File: src/rtl/rate_switch_ctrl.sv
// Rate-change sequencer for the divided-clock generator: applies a new select while holding
// the divider in reset, then watches the fed-back divided clock for lock and timeouts.
module rate_switch_ctrl #(
  parameter int unsigned HOLD_CYCLES  = 4,
  parameter int unsigned SETTLE_EDGES = 2,
  parameter int unsigned TIMEOUT      = 1_000_000
) (
  input  logic       clk,
  input  logic       reset_n,
  input  logic       req_valid,
  input  logic [1:0] req_div,
  output logic       req_ready,
  output logic [1:0] div,
  output logic       div_reset,
  input  logic       div_clk,
  output logic       locked,
  output logic       done_pulse,
  output logic       err_timeout
);

  localparam int unsigned     TO_W      = $clog2(TIMEOUT + 1);
  localparam logic [7:0]      HOLD_LAST = 8'(HOLD_CYCLES - 1);
  localparam logic [3:0]      EDGE_LAST = 4'(SETTLE_EDGES - 1);
  localparam logic [TO_W-1:0] TO_LAST   = TO_W'(TIMEOUT - 1);

  typedef enum logic [1:0] {
    IDLE   = 2'b00,
    HOLD   = 2'b01,
    SETTLE = 2'b10
  } state_t;

  state_t          state, state_nxt;
  logic [1:0]      div_nxt;
  logic            div_reset_nxt, locked_nxt, done_nxt, err_nxt;
  logic [7:0]      hold_cnt, hold_nxt;
  logic [3:0]      edge_cnt, edge_nxt, edge_inc;
  logic [TO_W-1:0] to_cnt, to_nxt, to_inc;
  logic            div_clk_q, rise, accept;

  assign req_ready = (state == IDLE);
  assign accept    = req_valid & req_ready;
  assign rise      = div_clk & ~div_clk_q;

  // Counters saturate instead of wrapping so a stuck count can never re-arm a compare.
  assign to_inc   = (to_cnt == '1) ? to_cnt : to_cnt + TO_W'(1);
  assign edge_inc = (edge_cnt == '1) ? edge_cnt : edge_cnt + 4'd1;

  always_comb begin
    // NOTE: every output of this block gets a default first, so no path can infer a latch.
    state_nxt     = state;
    div_nxt       = div;
    div_reset_nxt = div_reset;
    locked_nxt    = locked;
    done_nxt      = 1'b0;
    err_nxt       = err_timeout;
    hold_nxt      = hold_cnt;
    edge_nxt      = edge_cnt;
    to_nxt        = to_cnt;

    case (state)
      IDLE: begin
        if (accept) begin
          div_nxt       = req_div;
          div_reset_nxt = 1'b1;
          locked_nxt    = 1'b0;
          err_nxt       = 1'b0;
          hold_nxt      = '0;
          edge_nxt      = '0;
          to_nxt        = '0;
          state_nxt     = HOLD;
        end else if (locked) begin
          // Watchdog: a locked divider must keep producing rising edges.
          if (rise) begin
            to_nxt = '0;
          end else if (to_cnt >= TO_LAST) begin
            locked_nxt = 1'b0;
            err_nxt    = 1'b1;
          end else begin
            to_nxt = to_inc;
          end
        end
      end

      HOLD: begin
        if (hold_cnt >= HOLD_LAST) begin
          div_reset_nxt = 1'b0;
          state_nxt     = SETTLE;
        end else begin
          hold_nxt = hold_cnt + 8'd1;
        end
      end

      SETTLE: begin
        to_nxt = to_inc;
        if (rise) edge_nxt = edge_inc;
        // Lock is checked first so it wins a tie with the timeout.
        if (rise && (edge_cnt >= EDGE_LAST)) begin
          locked_nxt = 1'b1;
          done_nxt   = 1'b1;
          to_nxt     = '0;
          state_nxt  = IDLE;
        end else if (to_cnt >= TO_LAST) begin
          locked_nxt = 1'b0;
          err_nxt    = 1'b1;
          state_nxt  = IDLE;
        end
      end

      default: state_nxt = IDLE;
    endcase
  end

  always_ff @(posedge clk) begin
    // NOTE: reset is sampled on the clock edge, so it only takes effect at the next rising clk.
    if (!reset_n) begin
      state       <= IDLE;
      div         <= 2'b00;
      div_reset   <= 1'b1;
      locked      <= 1'b0;
      done_pulse  <= 1'b0;
      err_timeout <= 1'b0;
      hold_cnt    <= '0;
      edge_cnt    <= '0;
      to_cnt      <= '0;
      div_clk_q   <= 1'b0;
    end else begin
      // NOTE: non-blocking assignments keep every register reading the pre-edge values.
      state       <= state_nxt;
      div         <= div_nxt;
      div_reset   <= div_reset_nxt;
      locked      <= locked_nxt;
      done_pulse  <= done_nxt;
      err_timeout <= err_nxt;
      hold_cnt    <= hold_nxt;
      edge_cnt    <= edge_nxt;
      to_cnt      <= to_nxt;
      div_clk_q   <= div_reset ? 1'b0 : div_clk;
    end
  end

endmodule

File: config.mk
export PLATFORM = sky130hd
export DESIGN_NAME = rate_switch_ctrl
export DESIGN_NICKNAME = d
export VERILOG_FILES = /design/src/rtl/rate_switch_ctrl.sv
export SDC_FILE = /design/constraint.sdc
export NUM_CORES = 1
export LEC_CHECK = 0
export BUFFER_PORTS_ARGS = -buffer_cell sky130_fd_sc_hd__buf_4
export CORE_UTILIZATION = 30
export CTS_CLUSTER_DIAMETER = 150
export DETAILED_ROUTE_END_ITERATION = 10
export MAX_ROUTING_LAYER = met4
export SYNTH_ARGS = -nofsm -noshare
export SYNTH_HDL_FRONTEND = slang
export SYNTH_SLANG_ARGS = --single-unit
File: constraint.sdc
create_clock -name clk -period 3.3 [get_ports clk]
set_input_delay 0.495 -clock clk [delete_from_list [all_inputs] [get_ports clk]]
set_output_delay 0.495 -clock clk [all_outputs]
set_load 0.02 [all_outputs]
# After elaboration in Yosys (flattened, before gate mapping)
# Cells that the tools add are included.
dict set report classes {
  n_addsub 3
  n_lt_le_gt_ge 3
  n_eq_ne 14
  muxes 36
  bitwise 4
  reduce_logical 14
}
# op n
set ops {}
lappend ops {{two-way mux 20 bit} 6}
lappend ops {{case mux 20 bit (2 select lines)} 1}
lappend ops {{adder 20 x 1 -> 20 bit (second input constant)} 1}
lappend ops {{equality test 20 bit (second input constant)} 1}
lappend ops {{>= comparator 20 bit (second input constant)} 1}
lappend ops {{two-way mux 8 bit} 2}
lappend ops {{case mux 8 bit (2 select lines)} 1}
lappend ops {{two-way mux 1 bit} 14}
lappend ops {{two-way mux 4 bit} 3}
lappend ops {{AND reduction 3 bit} 4}
lappend ops {{inequality test 2 bit (second input constant)} 5}
lappend ops {{adder 8 x 1 -> 8 bit (second input constant)} 1}
lappend ops {{>= comparator 8 x 2 -> 1 bit (second input constant)} 1}
lappend ops {{two-way mux 2 bit} 4}
lappend ops {{case mux 4 bit (2 select lines)} 1}
lappend ops {{AND reduction 4 bit} 2}
lappend ops {{case mux 1 bit (2 select lines)} 3}
lappend ops {{case mux 2 bit (3 select lines)} 1}
lappend ops {{AND reduction 2 bit} 3}
lappend ops {{adder 4 x 1 -> 4 bit (second input constant)} 1}
lappend ops {{equality test 4 bit (second input constant)} 1}
lappend ops {{>= comparator 4 x 1 -> 1 bit (second input constant)} 1}
lappend ops {{inequality test 4 bit (second input constant)} 1}
lappend ops {{nonzero test 2 bit} 2}
lappend ops {{11 further kinds} 13}
dict set report word_totals {
  register_bits 41
  input_bits 6
  output_inout_bits 7
  wordCells 84
}

# Logic depth before layout (Yosys ltp)
dict set report depth {
  word_depth 7
  depth_mapped 9
}

# Worst setup path after synthesis
# OpenSTA, ideal clock, no wires.
dict set report synth_path {
  path_kind {reg2reg}
  from {register to_cnt[0]}
  to {register to_cnt[6]}
  setup_ps 92
  arrival_time_ps 2191
  required_ps 3208
  slack_ps 1017
  stages_incl_launch_ff 10
  n_path_buf 2
  synth_period_minus_slack_ps 2283
  cell_sequence {dfxtp_1 -> ha_1 -> and2_1 -> a211oi_2 -> nor4b_1 -> or2_2 -> buf_2 -> buf_4 -> a21oi_1 -> o32ai_1}
}
dict set report synth_between {
  elab_chain_len 7
}
# item line_no
set synth_rtl {}
lappend synth_rtl {{start, declared} 37} ;# logic [TO_W-1:0] to_cnt, to_nxt, to_inc;
lappend synth_rtl {{start signal, assigned} 136} ;# to_cnt <= to_nxt;
lappend synth_rtl {{adder 20 x 1 -> 20 bit or equality test 20 bit (tied branches)} 45} ;# assign to_inc = (to_cnt == '1) ? to_cnt : to_cnt + TO_W'(1);
lappend synth_rtl {{two-way mux 20 bit} 45}
lappend synth_rtl {{two-way mux 20 bit} 75} ;# end else if (to_cnt >= TO_LAST) begin
lappend synth_rtl {{two-way mux 20 bit} 73} ;# if (rise) begin
lappend synth_rtl {{two-way mux 20 bit} 71} ;# end else if (locked) begin
lappend synth_rtl {{two-way mux 20 bit} 62} ;# if (accept) begin
lappend synth_rtl {{case mux 20 bit (2 select lines)} 60} ;# case (state)
# Several ways; a longest one is shown, not always the timed one. The select of a mux whose other input is x is not followed.
# A chain may end at the register's enable or synchronous reset.

# Worst setup path in the final report
dict set report layout_path {
  from {register to_cnt[1]}
  to {register to_cnt[14]}
}
# The elaborated chain is that of the path after synthesis.

==> results.toml <==
[layout]
n_antenna_cell = 0
multi_input_area_mm2 = 0.00127
fin_cells = 377
fin_util_pct = 35.4
fill_cells = 715
final-seq-area_um2 = 821
areaGrowthSynthToFinish_pct = 12.2
fin_area_mm2 = 0.00243
fin_nets = 291
drive_above_1_share_pct = 12.1

[routing]
drt_first_pass_iters = 5
wl_per_cell_um = 13.8
totalWireLength_mm = 5.19
num_vias = 2015
ant_nets = 0
post-route-drc-count = 0
vias_per_cell = 5.34
drt_iter0_markers = 212

[yosys]
seq_area_frac_synth_pct = 37.9
ys_warn_count = 0
syn_area_mm2 = 0.00217
ys_async_sr_fraction_pct = 0
synthDistinctLibCells = 53
syn_nets = 281
yosys-top-cells-area = "dfxtp_1 38%, nor2_1 5.7%, a21oi_1 4.4%"
avgSynthCellArea_um2 = 8.03
netlist.area_leader.share_pct = 37.9
synthCells = 270
synth_enable_flop_cells = 0
synth_top_cell_by_area = "dfxtp_1"
synth-seq-cells = 41
synth-main-ff-cell = "dfxtp_1"

[worst_setup_path]
ff2ff_path_depth = 7
crit_path_max_incr_delay_ps = 790
critPathMaxFanout = 15
crit_path_start_kind = "flop"
r2r_slack_ps = 630
cp_slowest_cell = "nor4b_1"
crit_path_end_kind = "flop"
r2r_end = "to_cnt[14]"
cp-startpoint = "to_cnt[1]"
crit_required_ps = 3490
worstPathCellList = "ha_1, and2_1, a211oi_2, nor4b_1, or2_2, nor3_1, o221a_2"
crit_family = "simple AND/OR/NAND/NOR gates"
critPathKind = "reg -> reg"
critPathArrivalTime_ps = 2860
regToRegStartpoint = "to_cnt[1]"
path_buf_inv = 0

[clocking]
cts_tree = "built"
numCtsBuffers = 5
cts_resized = 0
ctsHoldBuffers = 0
cts_root_buf = "clkbuf_8"
clkTransAtPathRegs_ps = 80
postCtsSetupRepairBufs = 0
insertion_delay_ps = 300
cts_buffer_depth = 2
cts.htree.levels = 2
clock_sinks = 41

[placement]
dp.cells = 369
place_ws_ps = 724
io_buffer_count = 12
hpwl_mm = 3.72
gp_congestion = 0.869
place_area_mm2 = 0.00235

[grt]
gr-total-overflow = 0
grt_pass1_wl_mm = 8.72
grt_pass1_vias = 1806
grt_antenna_before_repair = 0
grtUsageTotal_pct = 15.0
grt_max_degree = 20

[die]
die-width_um = 87.0
die_area_mm2 = 0.00757
die_h_um = 87.0
core-area_mm2 = 0.00687
num_rows = 30
initial_core_util_pct = 31.6
ios = 13

[pwr]
intPower_mw = 0.683
switching_share_pct = 27.2
pwr-share-clk_pct = 35.1
p_leak_nw = 0.833
p_per_area_mw_per_mm2 = 385
total_power_mw = 0.938
pwr-share-comb_pct = 10.4
p_switching_mw = 0.255
p_seq_share_pct = 54.5
peakVddDrop_mv = 0.206

[timing]
finalCriticalPeriod_ps = 2670
rsz0062_at_grt = "no"
fin_crit_sh_pct = 80.9
worstMarginPinSlew_ps = 898
setup_violations = 0
final_hold_viol_count = 0
postLayoutSetupSlackWorst_ps = 630
fin_skew_ps = 7.39
max_freq_mhz = 374
fin_hold_ws_ps = 431
fin_setup_tns_ps = 0
slew_viol_final = 0
max-slew-margin-rel_pct = 39.3

[hold_path]
hold_class = "in -> reg"
hold_depth = 3
hold_end = "div_clk_q"
hp-start = "div_clk"

[outcome]
outcome = "complete, no violations"

[job]
drv_cap = 0
worst register-to-register path, stage by stage (launching register included):
cell	delay, ps
dfxtp_1	410
ha_1	260
and2_1	210
a211oi_2	90
nor4b_1	790
or2_2	430
nor3_1	100
o221a_2	270
registers in the layout, indices dropped and copies added, names as in the netlist:
register,count
state,2
locked,1
done_pulse,1
div_clk_q,1
div_reset,1
err_timeout,1
div,2
hold_cnt,8
to_cnt,20
edge_cnt,4
synthesized netlist by cell type (3+ instances only):
| master | n |
|---|---|
| a21oi_1 | 19 |
| nor2_1 | 33 |
| or3_1 | 5 |
| nor3_1 | 7 |
| mux2i_1 | 3 |
| dfxtp_1 | 41 |
| a31oi_1 | 8 |
| nand4_1 | 8 |
| and2_1 | 7 |
| nand2b_1 | 4 |
| o21ai_0 | 10 |
| nor4_1 | 9 |
| ha_1 | 5 |
| nand2_1 | 24 |
| nand3_1 | 9 |
| clkbuf_1 | 9 |
| o21a_1 | 5 |
| o221a_2 | 3 |
| inv_1 | 7 |
| or2_2 | 4 |
| nor2b_1 | 3 |
| xnor2_1 | 4 |
| o22ai_1 | 4 |
metal layers:
layer  global-route usage (%)  wire (um)  vias to the layer above
met4                     3.79         58                        0
li1                         -          -                     1025
met2                     20.8       2090                       56
met5                        -          0                        -
met1                     22.2       2790                      925
met3                     2.65        248                        9
cells by family (layout without fill, tap and decap cells):
logic type      count (synthesis)  after routing  share of synthesized area (%)
buf+inv                        18             29                           3.35
mux                             3              3                           1.38
compound gates                 70             70                           21.8
fa+ha+maj                       5              5                           2.89
xor+xnor                        6              6                           2.42
simple gates                  127            127                           30.3
flops                          41             41                           37.9
layout make-up:
| cell class | count | area share, % |
|---|---|---|
| inverters | 7 | 1.08 |
| clock inverters | 3 | 0.720 |
| well taps | 96 | 4.94 |
| repair buffers | 14 | 4.32 |
| flip-flops and latches | 41 | 33.7 |
| multi-input cells | 211 | 52.4 |
| clock buffers | 5 | 2.83 |
cell usage in the layout (no fill, tap or decap), drive strengths merged, types with 5 or more instances in the layout:
cell,instances
a21oi,19
a31oi,8
and2,8
buf,14
clkbuf,5
dfxtp,41
ha,5
inv,7
nand2,24
nand3,9
nand4,8
nor2,33
nor3,7
nor4,9
o21a,5
o21ai,11
or3,6
worst max path at each step:
stage                       to  slack [ps]  cells past startpoint
floorplan            to_cnt[6]        1020                      9
global route        to_cnt[14]         510                      7
CTS                 to_cnt[14]         700                      7
finish              to_cnt[14]         630                      7
detailed placement  to_cnt[14]         720                      7
global placement    to_cnt[14]         800                      7
power by group through the flow:
stage | Clock [mW] | Combinational (mW) | Sequential (mW)
after floorplan | 0 | 0.0678 | 0.522
after global placement | 0 | 0.0957 | 0.522
after detailed placement | 0 | 0.0965 | 0.523
after CTS | 0.337 | 0.0967 | 0.511
after global routing | 0.358 | 0.107 | 0.513
final | 0.329 | 0.0974 | 0.511
No activity file was read; power rests on OpenSTA's default activity.
